[src/rtl/fetch_pkg.sv]
`default_nettype none
// ============================================================================
// Module      : fetch_pkg
// Description : Shared types and defaults for the instruction-fetch front end.
//               Holds the prefetch-queue entry layout {instr, pc}, default
//               reset PC and sequential step, and the occupancy-width helper.
// Revision    : 1.0 - initial release
// ============================================================================
package fetch_pkg;

    // Widest address/instruction a queue entry can carry. Narrower
    // instances use the low bits and leave the rest at zero.
    localparam int c_MAX_ADDR_W   = 32;
    localparam int c_MAX_DATA_W   = 32;

    localparam int c_DEF_RESET_PC = 0;
    localparam int c_DEF_PC_STEP  = 4;

    typedef struct packed {
        logic [c_MAX_DATA_W-1:0] instr;
        logic [c_MAX_ADDR_W-1:0] pc;
    } fetch_entry_t;

    // Width able to hold 0..depth inclusive.
    function automatic int occ_width(input int depth);
        return $clog2(depth) + 1;
    endfunction

endpackage
`default_nettype wire

[src/rtl/fetch_queue_if.sv]
`default_nettype none
// ============================================================================
// Module      : fetch_queue_if
// Description : Bus bundle of the fetch front end: instruction-memory request
//               port, EX redirect input, decode-side valid/ready head and the
//               occupancy debug output.
//               master : the fetch_queue side
//               slave  : the environment (memory, EX, decode)
// Revision    : 1.0 - initial release
// ============================================================================
interface fetch_queue_if
#(
    parameter int ADDR_W = 32,
    parameter int DATA_W = 32,
    parameter int DEPTH  = 4
);
    import fetch_pkg::*;

    localparam int c_OCC_W = occ_width(DEPTH);

    logic                imem_req;
    logic [ADDR_W-1:0]   imem_addr;
    logic [DATA_W-1:0]   imem_rdata;
    logic                redirect_valid;
    logic [ADDR_W-1:0]   redirect_pc;
    logic                instr_valid;
    logic [DATA_W-1:0]   instr;
    logic [ADDR_W-1:0]   instr_pc;
    logic                instr_ready;
    logic [c_OCC_W-1:0]  occupancy;

    modport master (
        output imem_req, imem_addr,
        input  imem_rdata,
        input  redirect_valid, redirect_pc,
        output instr_valid, instr, instr_pc,
        input  instr_ready,
        output occupancy
    );

    modport slave (
        input  imem_req, imem_addr,
        output imem_rdata,
        output redirect_valid, redirect_pc,
        input  instr_valid, instr, instr_pc,
        output instr_ready,
        input  occupancy
    );

endinterface
`default_nettype wire

[src/rtl/fetch_fifo.sv]
`default_nettype none
// ============================================================================
// Module      : fetch_fifo
// Description : Synchronous show-ahead FIFO of fetch entries. The head is held
//               in a register that is loaded at the same edge as the push or
//               pop that changes it, so o_data is valid the cycle after the
//               first push. When empty, o_data keeps its last value. Flush
//               wins over push and pop.
// Ports       : clk, rst_n        clock, async active-low reset
//               i_push, i_data    write an entry
//               i_pop             consume the head
//               i_flush           discard all entries
//               o_valid, o_data   head entry
//               o_count           entries held
// Revision    : 1.0 - initial release
// ============================================================================
module fetch_fifo
    import fetch_pkg::*;
#(
    parameter int DEPTH = 4,
    parameter int CNT_W = occ_width(DEPTH)
)(
    input  wire logic          clk,
    input  wire logic          rst_n,
    input  wire logic          i_push,
    input  wire logic          i_pop,
    input  wire logic          i_flush,
    input  wire fetch_entry_t  i_data,
    output fetch_entry_t       o_data,
    output logic               o_valid,
    output logic [CNT_W-1:0]   o_count
);

    localparam int c_PTR_W = $clog2(DEPTH);

    fetch_entry_t        r_mem [DEPTH];
    fetch_entry_t        r_head;
    logic [c_PTR_W-1:0]  r_wr_ptr;
    logic [c_PTR_W-1:0]  r_rd_ptr;
    logic [CNT_W-1:0]    r_count;

    logic                w_pop;
    logic [c_PTR_W-1:0]  w_next_rd;
    logic [CNT_W-1:0]    w_remaining;

    assign w_pop       = i_pop & (r_count != '0);
    assign w_next_rd   = w_pop ? r_rd_ptr + c_PTR_W'(1) : r_rd_ptr;
    assign w_remaining = r_count - CNT_W'(w_pop);

    always_ff @(posedge clk) begin
        if (i_push && !i_flush) begin
            r_mem[r_wr_ptr] <= i_data;
        end
    end

    always_ff @(posedge clk or negedge rst_n) begin
        if (!rst_n) begin
            r_wr_ptr <= '0;
            r_rd_ptr <= '0;
            r_count  <= '0;
            r_head   <= '0;
        end else if (i_flush) begin
            r_wr_ptr <= '0;
            r_rd_ptr <= '0;
            r_count  <= '0;
        end else begin
            if (i_push) begin
                r_wr_ptr <= r_wr_ptr + c_PTR_W'(1);
            end
            r_rd_ptr <= w_next_rd;
            r_count  <= w_remaining + CNT_W'(i_push);
            // Entries left after the pop already sit in storage; if none are
            // left, the incoming entry becomes the head directly.
            if (w_remaining != '0) begin
                r_head <= r_mem[w_next_rd];
            end else if (i_push) begin
                r_head <= i_data;
            end
        end
    end

    assign o_data  = r_head;
    assign o_valid = (r_count != '0);
    assign o_count = r_count;

    // Credits upstream must make a push into a full queue impossible.
    a_no_overflow: assert property (@(posedge clk) disable iff (!rst_n)
        !(i_push && !i_flush && r_count == CNT_W'(DEPTH)));

endmodule
`default_nettype wire

[src/rtl/fetch_queue.sv]
`default_nettype none
// ============================================================================
// Module      : fetch_queue
// Description : Instruction-fetch front end: PC generator, fixed one-cycle
//               instruction-memory request port and DEPTH-entry prefetch
//               queue drained by decode. EX redirects flush the queue, toggle
//               the epoch and restart fetch at the redirect target.
// Ports       : clock   rising-edge clock
//               reset   asynchronous active-low reset
//               bus     fetch_queue_if.master (imem, redirect, decode head,
//                       occupancy)
// Revision    : 1.0 - initial release
// ============================================================================
module fetch_queue
    import fetch_pkg::*;
#(
    parameter int                ADDR_W   = 32,
    parameter int                DATA_W   = 32,
    parameter int                DEPTH    = 4,
    parameter logic [ADDR_W-1:0] RESET_PC = ADDR_W'(c_DEF_RESET_PC),
    parameter logic [ADDR_W-1:0] PC_STEP  = ADDR_W'(c_DEF_PC_STEP)
)(
    input  wire logic      clock,
    input  wire logic      reset,
    fetch_queue_if.master  bus
);

    localparam int c_CNT_W = occ_width(DEPTH);

    logic [ADDR_W-1:0]   r_fetch_pc;
    logic                r_inflight;
    logic [ADDR_W-1:0]   r_inflight_pc;
    logic                r_inflight_epoch;
    logic                r_epoch;

    logic [c_CNT_W-1:0]  w_count;
    logic                w_head_valid;
    fetch_entry_t        w_head_entry;
    fetch_entry_t        w_push_entry;
    logic                w_pop;
    logic                w_push;
    logic                w_req;
    logic [c_CNT_W:0]    w_credit_used;

    assign w_pop = w_head_valid & bus.instr_ready & ~bus.redirect_valid;

    // Slots spoken for after this cycle: held entries plus the response in
    // flight, minus the one decode is taking now. Counting the pop lets a
    // full queue refill without a bubble.
    assign w_credit_used = {1'b0, w_count}
                         + {{c_CNT_W{1'b0}}, r_inflight}
                         - {{c_CNT_W{1'b0}}, w_pop};

    // The reset term keeps the request low while reset is held, so the first
    // request is taken on the first edge after release.
    assign w_req = reset & ~bus.redirect_valid
                 & (w_credit_used < (c_CNT_W+1)'(DEPTH));

    // A response from an older epoch belongs to a squashed fetch stream.
    assign w_push = r_inflight & (r_inflight_epoch == r_epoch)
                  & ~bus.redirect_valid;

    always_comb begin
        w_push_entry                    = '0;
        w_push_entry.instr[DATA_W-1:0]  = bus.imem_rdata;
        w_push_entry.pc[ADDR_W-1:0]     = r_inflight_pc;
    end

    always_ff @(posedge clock or negedge reset) begin
        if (!reset) begin
            r_fetch_pc       <= RESET_PC;
            r_inflight       <= 1'b0;
            r_inflight_pc    <= '0;
            r_inflight_epoch <= 1'b0;
            r_epoch          <= 1'b0;
        end else if (bus.redirect_valid) begin
            r_epoch    <= ~r_epoch;
            r_fetch_pc <= bus.redirect_pc;
            r_inflight <= 1'b0;
        end else begin
            r_inflight <= w_req;
            if (w_req) begin
                r_inflight_pc    <= r_fetch_pc;
                r_inflight_epoch <= r_epoch;
                r_fetch_pc       <= r_fetch_pc + PC_STEP;
            end
        end
    end

    fetch_fifo #(
        .DEPTH   (DEPTH),
        .CNT_W   (c_CNT_W)
    ) u_fifo (
        .clk     (clock),
        .rst_n   (reset),
        .i_push  (w_push),
        .i_pop   (w_pop),
        .i_flush (bus.redirect_valid),
        .i_data  (w_push_entry),
        .o_data  (w_head_entry),
        .o_valid (w_head_valid),
        .o_count (w_count)
    );

    assign bus.imem_req    = w_req;
    assign bus.imem_addr   = r_fetch_pc;
    assign bus.instr_valid = w_head_valid;
    assign bus.instr       = w_head_entry.instr[DATA_W-1:0];
    assign bus.instr_pc    = w_head_entry.pc[ADDR_W-1:0];
    assign bus.occupancy   = w_count;

endmodule
`default_nettype wire

[src/flat_wrapper.sv]
// flat-port wrapper written by rule: the top's interface ports become plain ports
module fetch_queue_flat import fetch_pkg::*;
#(
    parameter int                ADDR_W   = 32,
    parameter int                DATA_W   = 32,
    parameter int                DEPTH    = 4,
    parameter logic [ADDR_W-1:0] RESET_PC = ADDR_W'(c_DEF_RESET_PC),
    parameter logic [ADDR_W-1:0] PC_STEP  = ADDR_W'(c_DEF_PC_STEP)
)
  (clock, reset, bus_imem_req, bus_imem_addr, bus_imem_rdata, bus_redirect_valid, bus_redirect_pc, bus_instr_valid, bus_instr, bus_instr_pc, bus_instr_ready, bus_occupancy);
  fetch_queue_if #(.ADDR_W(ADDR_W), .DATA_W(DATA_W), .DEPTH(DEPTH)) bus_i ();
  input  wire logic clock;
  input  wire logic reset;
  output wire logic [$bits(bus_i.imem_req)-1:0] bus_imem_req;
  output wire logic [$bits(bus_i.imem_addr)-1:0] bus_imem_addr;
  input wire logic [$bits(bus_i.imem_rdata)-1:0] bus_imem_rdata;
  input wire logic [$bits(bus_i.redirect_valid)-1:0] bus_redirect_valid;
  input wire logic [$bits(bus_i.redirect_pc)-1:0] bus_redirect_pc;
  output wire logic [$bits(bus_i.instr_valid)-1:0] bus_instr_valid;
  output wire logic [$bits(bus_i.instr)-1:0] bus_instr;
  output wire logic [$bits(bus_i.instr_pc)-1:0] bus_instr_pc;
  input wire logic [$bits(bus_i.instr_ready)-1:0] bus_instr_ready;
  output wire logic [$bits(bus_i.occupancy)-1:0] bus_occupancy;
  assign bus_imem_req = bus_i.imem_req;
  assign bus_imem_addr = bus_i.imem_addr;
  assign bus_i.imem_rdata = bus_imem_rdata;
  assign bus_i.redirect_valid = bus_redirect_valid;
  assign bus_i.redirect_pc = bus_redirect_pc;
  assign bus_instr_valid = bus_i.instr_valid;
  assign bus_instr = bus_i.instr;
  assign bus_instr_pc = bus_i.instr_pc;
  assign bus_i.instr_ready = bus_instr_ready;
  assign bus_occupancy = bus_i.occupancy;
  fetch_queue #(.ADDR_W(ADDR_W), .DATA_W(DATA_W), .DEPTH(DEPTH), .RESET_PC(RESET_PC), .PC_STEP(PC_STEP)) u_core (.clock(clock), .reset(reset), .bus(bus_i));
endmodule
[config.mk]
export PLATFORM = sky130hd
export DESIGN_NAME = fetch_queue_flat
export DESIGN_NICKNAME = d
export VERILOG_FILES = /design/src/rtl/fetch_pkg.sv /design/src/rtl/fetch_queue_if.sv /design/src/rtl/fetch_fifo.sv /design/src/rtl/fetch_queue.sv /design/src/flat_wrapper.sv
export SDC_FILE = /design/constraint.sdc
export NUM_CORES = 1
export LEC_CHECK = 0
export BUFFER_PORTS_ARGS = -buffer_cell sky130_fd_sc_hd__buf_2
export CAP_MARGIN = 20
export CORE_ASPECT_RATIO = 1.4
export CORE_MARGIN = 2
export CORE_UTILIZATION = 35
export CTS_CLUSTER_DIAMETER = 150
export DETAILED_ROUTE_END_ITERATION = 6
export PLACE_DENSITY = 0.54
export SLEW_MARGIN = 30
export SYNTH_ARGS = -nofsm -noshare
export SYNTH_HDL_FRONTEND = slang
export SYNTH_SLANG_ARGS = --single-unit
[constraint.sdc]
create_clock -name clock -period 3.8 [get_ports clock]
set_clock_uncertainty 0.15 [all_clocks]
set_input_delay 0.19 -clock clock [delete_from_list [all_inputs] [get_ports clock]]
set_output_delay 0.19 -clock clock [all_outputs]
set_load 0.02 [all_outputs]
==> run_summary.xml, run 1 <==
<?xml version="1.0" encoding="UTF-8"?>
<metrics>
  <group name="power_and_ir_drop">
    <metric name="intPower" unit="mW">9.36</metric>
    <metric name="power_density" unit="mW/mm^2">668</metric>
    <metric name="clockPowerShare" unit="%">26.0</metric>
    <metric name="power.share.sequential" unit="%">43.0</metric>
    <metric name="netSwitchingPower" unit="mW">5.21</metric>
    <metric name="p_sw_share" unit="%">35.8</metric>
    <metric name="total_leakage_power" unit="nW">7.73</metric>
    <metric name="power_frac_comb" unit="%">31.0</metric>
    <metric name="irDropWorstVdd" unit="mV">0.383</metric>
  </group>
  <group name="route">
    <metric name="drtIter0Drc" unit="">744</metric>
    <metric name="vias" unit="">11498</metric>
    <metric name="wirelength" unit="mm">45.6</metric>
    <metric name="drt.antenna.violating_nets" unit="">0</metric>
    <metric name="wire_per_inst" unit="microns">21.7</metric>
    <metric name="drt_drc_violations_left" unit="">0</metric>
    <metric name="routed_via_density" unit="">5.47</metric>
    <metric name="dr.pass1.iters" unit="">5</metric>
  </group>
  <group name="yosys">
    <metric name="synth-seq-area-share" unit="%">61.4</metric>
    <metric name="synth_seq_cells" unit="">394</metric>
    <metric name="synthArstFlopShare" unit="%">35.0</metric>
    <metric name="post_synth_inst_count" unit="">1196</metric>
    <metric name="syn-cell-area" unit="sq mm">0.0181</metric>
    <metric name="number_of_enable_type_register_cells_in_the_synthesized_netlist" unit="">256</metric>
    <metric name="postSynth.topFlopCell" unit="">sky130_fd_sc_hd__edfxtp_1</metric>
    <metric name="yosys_warnings" unit="">0</metric>
    <metric name="synthDistinctLibCells" unit="">60</metric>
    <metric name="synth.avg_cell_area" unit="sq um">15.2</metric>
    <metric name="post_syn_nets" unit="">1276</metric>
  </group>
  <group name="sta">
    <metric name="timing_worst_slew_pin_value" unit="ns">0.953</metric>
    <metric name="hold_viol_final" unit="">0</metric>
    <metric name="finalMaxSlewViolations" unit="">0</metric>
    <metric name="worst_slew_margin_rel" unit="%">36.4</metric>
    <metric name="layout_setup_ws" unit="ns">0.346</metric>
    <metric name="grt_setup_unrepaired" unit="">false</metric>
    <metric name="final-setup-viol-count" unit="">0</metric>
    <metric name="tns" unit="ns">0</metric>
    <metric name="fin_crit_sh" unit="%">90.9</metric>
    <metric name="period_minus_slack" unit="ns">3.45</metric>
    <metric name="achievable-frequency" unit="GHz">0.290</metric>
    <metric name="minimum_hold_slack" unit="ns">0.232</metric>
  </group>
  <group name="worst_setup_path">
    <metric name="timing.critical_path.from_type" unit="">input pin</metric>
    <metric name="critPathRequiredTime" unit="ns">3.46</metric>
    <metric name="worstPathCellList" unit="">dlygate4sd3_1 &gt; buf_2 &gt; nand2b_1 &gt; nor2_1 &gt; ha_1 &gt; inv_1 &gt; ha_1 &gt; and3b_1 &gt; o21ai_2 &gt; a2111oi_4 &gt; nor2_4 &gt; inv_1 &gt; buf_2</metric>
    <metric name="timing.critical_path.slowest_stage_cell" unit="">sky130_fd_sc_hd__dlygate4sd3_1</metric>
    <metric name="crit_path_max_fanout" unit="">5</metric>
    <metric name="cp_slowest_stage_delay" unit="ns">0.52</metric>
    <metric name="critPathCaptureType" unit="">output port</metric>
    <metric name="setup.worst_path.class" unit="">input pin to output port</metric>
    <metric name="timing.critical_path.arrival" unit="ns">3.11</metric>
  </group>
  <group name="cts">
    <metric name="clkSlewWorstSetupHoldPaths" unit="ns">0.06</metric>
    <metric name="cts-buffers-inserted" unit="">41</metric>
    <metric name="cts.htree.levels" unit="">2</metric>
    <metric name="cts_sinks" unit="">394</metric>
    <metric name="cts_tree" unit="">built</metric>
    <metric name="clock_insertion_delay_worst_skew" unit="ns">0.54</metric>
    <metric name="clock_path_buffers" unit="">3</metric>
    <metric name="cts_root_buffer" unit="">sky130_fd_sc_hd__clkbuf_16</metric>
  </group>
  <group name="cells_and_area">
    <metric name="layout.cells.most_common" unit="">sky130_fd_sc_hd__edfxtp_1</metric>
    <metric name="diodes" unit="">0</metric>
    <metric name="utilization_after_layout" unit="%">42.7</metric>
    <metric name="finish.cell_count_without_fillers" unit="">2102</metric>
    <metric name="drive_above_1_share" unit="%">29.6</metric>
    <metric name="syn_to_final_growth" unit="%">20.3</metric>
    <metric name="final_nets" unit="">1502</metric>
    <metric name="mostFrequentLayoutCells" unit="">256 x sky130_fd_sc_hd__edfxtp_1, 167 x sky130_fd_sc_hd__buf_2, 136 x sky130_fd_sc_hd__dfrtp_1, 122 x sky130_fd_sc_hd__mux4_2, 93 x sky130_fd_sc_hd__nand2_1</metric>
  </group>
  <group name="worst_hold_path">
    <metric name="hold_class" unit="">input pin to flip-flop</metric>
  </group>
  <group name="floorplan">
    <metric name="fp.dieArea" unit="sq mm">0.0537</metric>
    <metric name="initial_utilization" unit="%">35.5</metric>
    <metric name="coreArea" unit="sq mm">0.0511</metric>
    <metric name="rows" unit="">98</metric>
    <metric name="die_width" unit="microns">196</metric>
    <metric name="ioPinCount" unit="">169</metric>
    <metric name="chip_height" unit="microns">273</metric>
  </group>
  <group name="place">
    <metric name="dpl.hpwl" unit="mm">27.7</metric>
    <metric name="numPlacedInstances" unit="">1960</metric>
    <metric name="placement.io_buffers" unit="">168</metric>
    <metric name="globalplace.congestion" unit="">0.767</metric>
    <metric name="preCtsSetupSlack" unit="ns">0.320</metric>
  </group>
  <group name="global_routing">
    <metric name="grt_pass1_wl" unit="mm">71.2</metric>
    <metric name="grt_antenna_before_repair" unit="">0</metric>
    <metric name="grt_usage" unit="%">17.2</metric>
    <metric name="grt.overflow.total" unit="">0</metric>
    <metric name="grt_pass1_vias" unit="">12066</metric>
    <metric name="grt_start_max_net_pins" unit="">138</metric>
  </group>
  <group name="run">
    <metric name="timing.max_cap.violations" unit="">0</metric>
  </group>
  <group name="outcome">
    <metric name="run_status" unit="">complete, no violations</metric>
  </group>
</metrics>
[per-layer routing]
layer  vias up  routed length [microns]  GRT usage (%)
met5         -                        0              0
li1       5161                        -              -
met4         0                     1210           5.50
met2       317                    23500           30.3
met1      5960                    18800           21.9
met3        60                     2080           2.48
[cells by family after synthesis]
| family | after synthesis | share of synthesized area, % |
|---|---|---|
| buffers and inverters | 106 | 2.43 |
| flip-flops | 394 | 61.4 |
| multiplexers | 171 | 18.2 |
| AND/OR/NAND/NOR | 223 | 6.52 |
| AO/OA/AOI/OAI | 257 | 9.00 |
| adder cells (fa/ha/maj) | 12 | 0.828 |
| XOR/XNOR | 33 | 1.63 |
[path summary, 6_finish.rpt]
path	slack [ns]	cells past startpoint	endpoint	startpoint
setup / recovery	0.35	13	bus_imem_req	bus_redirect_valid
hold / removal	0.23	4	u_core.bus.imem_addr[2]	bus_redirect_pc[2]
setup reg to reg	0.60	10	u_core.r_inflight_pc[6]	u_core.u_fifo.o_count[0]
hold reg to reg	0.32	2	u_core.u_fifo.o_data[51]	u_core.u_fifo.o_data[51]
max in group asynchronous	2.48	3	u_core.u_fifo.r_rd_ptr[1]	reset
min in group asynchronous	0.34	3	u_core.bus.imem_addr[3]	reset
[power by group through the flow]
stage	sequential (mW)	combinational (mW)	clock, mW
floorplan	6.54	2.46	0
global placement	6.32	4.49	0
detailed placement	6.36	4.55	0
CTS	6.28	4.62	3.92
global route	6.38	5.01	4.08
finish	6.26	4.51	3.79
[flip-flops by register name, summed over array words and instances (netlist names)]
register	flops
u_core.bus.imem_addr	32
u_core.r_epoch	1
u_core.r_inflight	1
u_core.r_inflight_epoch	1
u_core.r_inflight_pc	32
u_core.u_fifo.o_count	3
u_core.u_fifo.o_data	64
u_core.u_fifo.r_mem	256
u_core.u_fifo.r_rd_ptr	2
u_core.u_fifo.r_wr_ptr	2
[synth_stat cells, types with 11 or more instances]
master	count	area share (%)
sky130_fd_sc_hd__edfxtp_1	256	42
sky130_fd_sc_hd__dfrtp_1	138	19
sky130_fd_sc_hd__mux4_2	122	15
sky130_fd_sc_hd__nand2_1	93	1.9
sky130_fd_sc_hd__o21ai_0	81	2.2
sky130_fd_sc_hd__nor2b_1	65	2.2
sky130_fd_sc_hd__a21oi_1	63	1.7
sky130_fd_sc_hd__a211oi_1	61	2.5
sky130_fd_sc_hd__clkbuf_1	46	0.95
sky130_fd_sc_hd__buf_2	31	0.86
sky130_fd_sc_hd__mux2_1	28	1.7
sky130_fd_sc_hd__xor2_1	20	0.97
sky130_fd_sc_hd__mux2_2	19	1.2
sky130_fd_sc_hd__inv_1	18	0.37
sky130_fd_sc_hd__nor2_1	13	0.27
sky130_fd_sc_hd__ha_1	12	0.83
sky130_fd_sc_hd__xnor2_1	12	0.58
sky130_fd_sc_hd__o2111ai_1	11	0.53
sky130_fd_sc_hd__o211ai_1	11	0.46
[critical path, delay by kind of cell]
family                     cells  cell delay [ns]
buffers and inverters          5             1.08
and+or+nand+nor                4             0.79
AOI/OAI and AO/OA              2             0.59
adders and majority gates      2             0.45
[through the flow]
stage | area, sq um | power [mW]
CTS | 21800 | 14.8
global route | 21800 | 15.5
floorplan | 18100 | 9.00
global placement | 19900 | 10.8
finish | 21800 | 14.6
detailed placement | 19900 | 10.9
[final cells by class]
cell class	instances	area, sq um
clock inverter	19	138
multi-input combinational	697	6620
tap	650	813
timing repair buffer	270	1920
clock buffer	54	1110
inverter	18	67.6
fill	4603	29300
sequential	394	11100
[timing repair]
action,CTS,global route
setup endpoints to repair,1,1
buffers inserted,0,1
pin swaps,1,1
endpoints found under the hold margin,331,0
gates resized for setup,0,0
hold buffers,67,0
gates cloned,1,0
No activity file was read; power rests on OpenSTA's default activity.
==> inputs of run 2 (changes only) <==
--- a/config.mk
+++ b/config.mk
@@ -8,12 +8,12 @@
 export BUFFER_PORTS_ARGS = -buffer_cell sky130_fd_sc_hd__buf_2
 export CAP_MARGIN = 20
 export CORE_ASPECT_RATIO = 1.4
-export CORE_MARGIN = 2
+export CORE_MARGIN = 3
 export CORE_UTILIZATION = 35
 export CTS_CLUSTER_DIAMETER = 150
 export DETAILED_ROUTE_END_ITERATION = 6
 export PLACE_DENSITY = 0.54
-export SLEW_MARGIN = 30
+export SLEW_MARGIN = 20
 export SYNTH_ARGS = -nofsm -noshare
 export SYNTH_HDL_FRONTEND = slang
 export SYNTH_SLANG_ARGS = --single-unit
==> constraint.sdc (replaced) <==
create_clock -name clock -period 3.8 [get_ports clock]
set_clock_uncertainty 0.15 [all_clocks]
set_input_delay 0.19 -clock clock [delete_from_list [all_inputs] [get_ports clock]]
set_output_delay 0.19 -clock clock [all_outputs]
set_load 0.05 [all_outputs]
==> run_summary.xml, run 2 (synthesis results as in run 1) <==
<?xml version="1.0" encoding="UTF-8"?>
<metrics>
  <group name="floorplan">
    <metric name="chip_height" unit="microns">275</metric>
    <metric name="fp.dieArea" unit="sq mm">0.0546</metric>
    <metric name="rows" unit="">98</metric>
    <metric name="coreArea" unit="sq mm">0.0511</metric>
    <metric name="die_width" unit="microns">198</metric>
    <metric name="initial_utilization" unit="%">35.5</metric>
    <metric name="ioPinCount" unit="">169</metric>
  </group>
  <group name="cells_and_area">
    <metric name="utilization_after_layout" unit="%">42.9</metric>
    <metric name="top_register" unit="">u_core.u_fifo.r_mem</metric>
    <metric name="diodes" unit="">0</metric>
    <metric name="mostFrequentLayoutCells" unit="">256 x sky130_fd_sc_hd__edfxtp_1, 167 x sky130_fd_sc_hd__buf_2, 135 x sky130_fd_sc_hd__dfrtp_1, 122 x sky130_fd_sc_hd__mux4_2, 93 x sky130_fd_sc_hd__nand2_1</metric>
    <metric name="layout.cells.most_common" unit="">sky130_fd_sc_hd__edfxtp_1</metric>
    <metric name="num-fill-cells" unit="">4606</metric>
    <metric name="multi_input_area" unit="sq mm">0.00661</metric>
    <metric name="drive_above_1_share" unit="%">29.6</metric>
    <metric name="final_nets" unit="">1497</metric>
    <metric name="sequential_standard_cell_area" unit="sq mm">0.0111</metric>
    <metric name="largest_reg_flops" unit="">256</metric>
    <metric name="syn_to_final_growth" unit="%">20.9</metric>
  </group>
  <group name="route">
    <metric name="drt.antenna.violating_nets" unit="">0</metric>
    <metric name="drtIter0Drc" unit="">581</metric>
    <metric name="dr.pass1.iters" unit="">4</metric>
    <metric name="wirelength" unit="mm">45.4</metric>
    <metric name="drt_drc_violations_left" unit="">0</metric>
    <metric name="routed_via_density" unit="">5.37</metric>
    <metric name="vias" unit="">11273</metric>
    <metric name="wire_per_inst" unit="microns">21.6</metric>
  </group>
  <group name="global_routing">
    <metric name="grt_usage" unit="%">16.6</metric>
    <metric name="grt_antenna_before_repair" unit="">0</metric>
    <metric name="grt_pass1_wl" unit="mm">70.5</metric>
    <metric name="grt_start_max_net_pins" unit="">78</metric>
    <metric name="grt.overflow.total" unit="">0</metric>
    <metric name="grt_pass1_vias" unit="">11811</metric>
  </group>
  <group name="place">
    <metric name="globalplace.congestion" unit="">0.743</metric>
    <metric name="placement.io_buffers" unit="">168</metric>
    <metric name="dpl.hpwl" unit="mm">28.1</metric>
  </group>
  <group name="worst_setup_path">
    <metric name="setup.worst_path.class" unit="">flip-flop to output port</metric>
    <metric name="worstPathCellList" unit="">nor3_2 &gt; nor2_1 &gt; ha_1 &gt; inv_1 &gt; ha_1 &gt; and3b_1 &gt; o21ai_2 &gt; a2111oi_4 &gt; nor2_4 &gt; inv_1 &gt; buf_2</metric>
    <metric name="crit_path_max_fanout" unit="">9</metric>
    <metric name="timing.critical_path.slowest_stage_cell" unit="">sky130_fd_sc_hd__dfrtp_2</metric>
    <metric name="worst_r2r_endpoint" unit="">u_core.u_fifo.o_data[62]</metric>
    <metric name="cp_num_buf_inv" unit="">3</metric>
    <metric name="rr_worst_depth" unit="">10</metric>
    <metric name="timing.critical_path.from_type" unit="">flip-flop</metric>
    <metric name="regToRegSetupSlack" unit="ns">0.60</metric>
    <metric name="cp_slowest_stage_delay" unit="ns">0.54</metric>
    <metric name="critPathRequiredTime" unit="ns">3.46</metric>
    <metric name="timing.critical_path.arrival" unit="ns">3.16</metric>
    <metric name="critPathCaptureType" unit="">output port</metric>
    <metric name="cp_top_family" unit="">simple AND/OR/NAND/NOR gates</metric>
    <metric name="crit-reg2reg-launch" unit="">u_core.u_fifo.o_count[0]</metric>
  </group>
  <group name="cts">
    <metric name="clock_path_buffers" unit="">3</metric>
    <metric name="cts-buffers-inserted" unit="">42</metric>
    <metric name="cts_root_buffer" unit="">sky130_fd_sc_hd__clkbuf_16</metric>
    <metric name="postCtsSetupRepairBufs" unit="">0</metric>
    <metric name="clock_insertion_delay_worst_skew" unit="ns">0.54</metric>
    <metric name="cts_sinks" unit="">394</metric>
    <metric name="cts_tree" unit="">built</metric>
    <metric name="clkSlewWorstSetupHoldPaths" unit="ns">0.06</metric>
    <metric name="cts.htree.levels" unit="">2</metric>
  </group>
  <group name="sta">
    <metric name="final-setup-viol-count" unit="">0</metric>
    <metric name="period_minus_slack" unit="ns">3.50</metric>
    <metric name="fin_crit_sh" unit="%">92.1</metric>
    <metric name="tns" unit="ns">0</metric>
    <metric name="hold_viol_final" unit="">0</metric>
    <metric name="worst_slew_margin_rel" unit="%">31.7</metric>
    <metric name="timing_worst_slew_pin_value" unit="ns">1.02</metric>
    <metric name="finalMaxSlewViolations" unit="">0</metric>
    <metric name="grt_setup_unrepaired" unit="">false</metric>
    <metric name="achievable-frequency" unit="GHz">0.286</metric>
  </group>
  <group name="power_and_ir_drop">
    <metric name="post-layout-total-power" unit="mW">15.9</metric>
    <metric name="total_leakage_power" unit="nW">7.79</metric>
    <metric name="power_density" unit="mW/mm^2">725</metric>
    <metric name="irDropWorstVdd" unit="mV">0.586</metric>
  </group>
  <group name="outcome">
    <metric name="run_status" unit="">complete, no violations</metric>
  </group>
  <group name="worst_hold_path">
    <metric name="hold_class" unit="">input pin to asynchronous set/reset pin</metric>
  </group>
  <group name="run">
    <metric name="timing.max_cap.violations" unit="">0</metric>
  </group>
</metrics>
[run 2: cell count changes in the layout (fill, tap and decap cells not counted), moves of 2 or more]
cell	change
sky130_fd_sc_hd__clkinv_4	+2
sky130_fd_sc_hd__dlygate4sd3_1	-2
sky130_fd_sc_hd__clkbuf_16	+4
sky130_fd_sc_hd__inv_6	-2
sky130_fd_sc_hd__bufinv_16	+4
sky130_fd_sc_hd__buf_12	-3
sky130_fd_sc_hd__clkinvlp_4	-3
sky130_fd_sc_hd__clkinv_2	-2
[run 2: how the worst max path moves through the flow]
stage,from,to,slack (ns),cells past startpoint
after floorplan,u_core.u_fifo.o_count[2],u_core.u_fifo.o_data[62],0.38,14
after global placement,u_core.u_fifo.o_count[2],u_core.u_fifo.o_data[10],0.54,8
after global routing,u_core.u_fifo.o_count[2],bus_imem_req,0.08,11
final,u_core.u_fifo.o_count[2],bus_imem_req,0.30,11
after CTS,u_core.u_fifo.o_count[2],bus_imem_req,0.07,11
after detailed placement,u_core.u_fifo.o_count[2],u_core.u_fifo.o_data[34],0.45,8
[run 2: through the flow]
step	hold WS, ns	instance area [sq um]	instances	setup slack, ns
finish	0.0546	21900	2101	0.302
global route	0.0771	21900	2101	0.0825
CTS	0.0750	21900	2101	0.0684
detailed placement	0.0197	19800	1958	0.454
global placement	0.0193	19800	1958	0.541
floorplan	-0.256	18100	1196	0.376
[run 2: repair_timing]
action / in CTS / in global routing
endpoints found under the setup margin: 0 / 1
endpoints found under the hold margin: 230 / 0
resized for setup: 0 / 1
hold buffers: 65 / 0
[run 2: area by class of cell]
cell class	instances	area share (%)
tap	650	3.71
sequential	394	50.8
multi-input combinational	696	30.1
timing repair buffer	265	8.38
clock inverter	18	0.993
clock buffer	60	5.62
inverter	18	0.308
[run 2: worst reg2reg max path, stage by stage (launching register included)]
cell and delay (ns):
sky130_fd_sc_hd__dfrtp_1 0.47, sky130_fd_sc_hd__nor3_2 0.25, sky130_fd_sc_hd__buf_4 0.19, sky130_fd_sc_hd__nor2_4 0.05
sky130_fd_sc_hd__ha_1 0.20, sky130_fd_sc_hd__ha_1 0.19, sky130_fd_sc_hd__xor2_1 0.19, sky130_fd_sc_hd__nor3_2 0.37
sky130_fd_sc_hd__a21o_4 0.78, sky130_fd_sc_hd__a32oi_1 0.13, sky130_fd_sc_hd__o211ai_1 0.15
[run 2: power by group]
group,total [mW],internal [mW],switching (mW),leakage (nW)
logic,5.34,1.63,3.72,3.11
clock network,4.27,2.60,1.67,0.715
registers,6.29,5.54,0.750,3.97
[run 2: routing by layer]
layer	track usage [%]	vias up	wire, microns
li1	-	5139	-
met1	21.6	5802	19300
met2	29.1	275	23100
met3	2.27	57	1910
met4	4.79	0	1020
met5	0	-	0
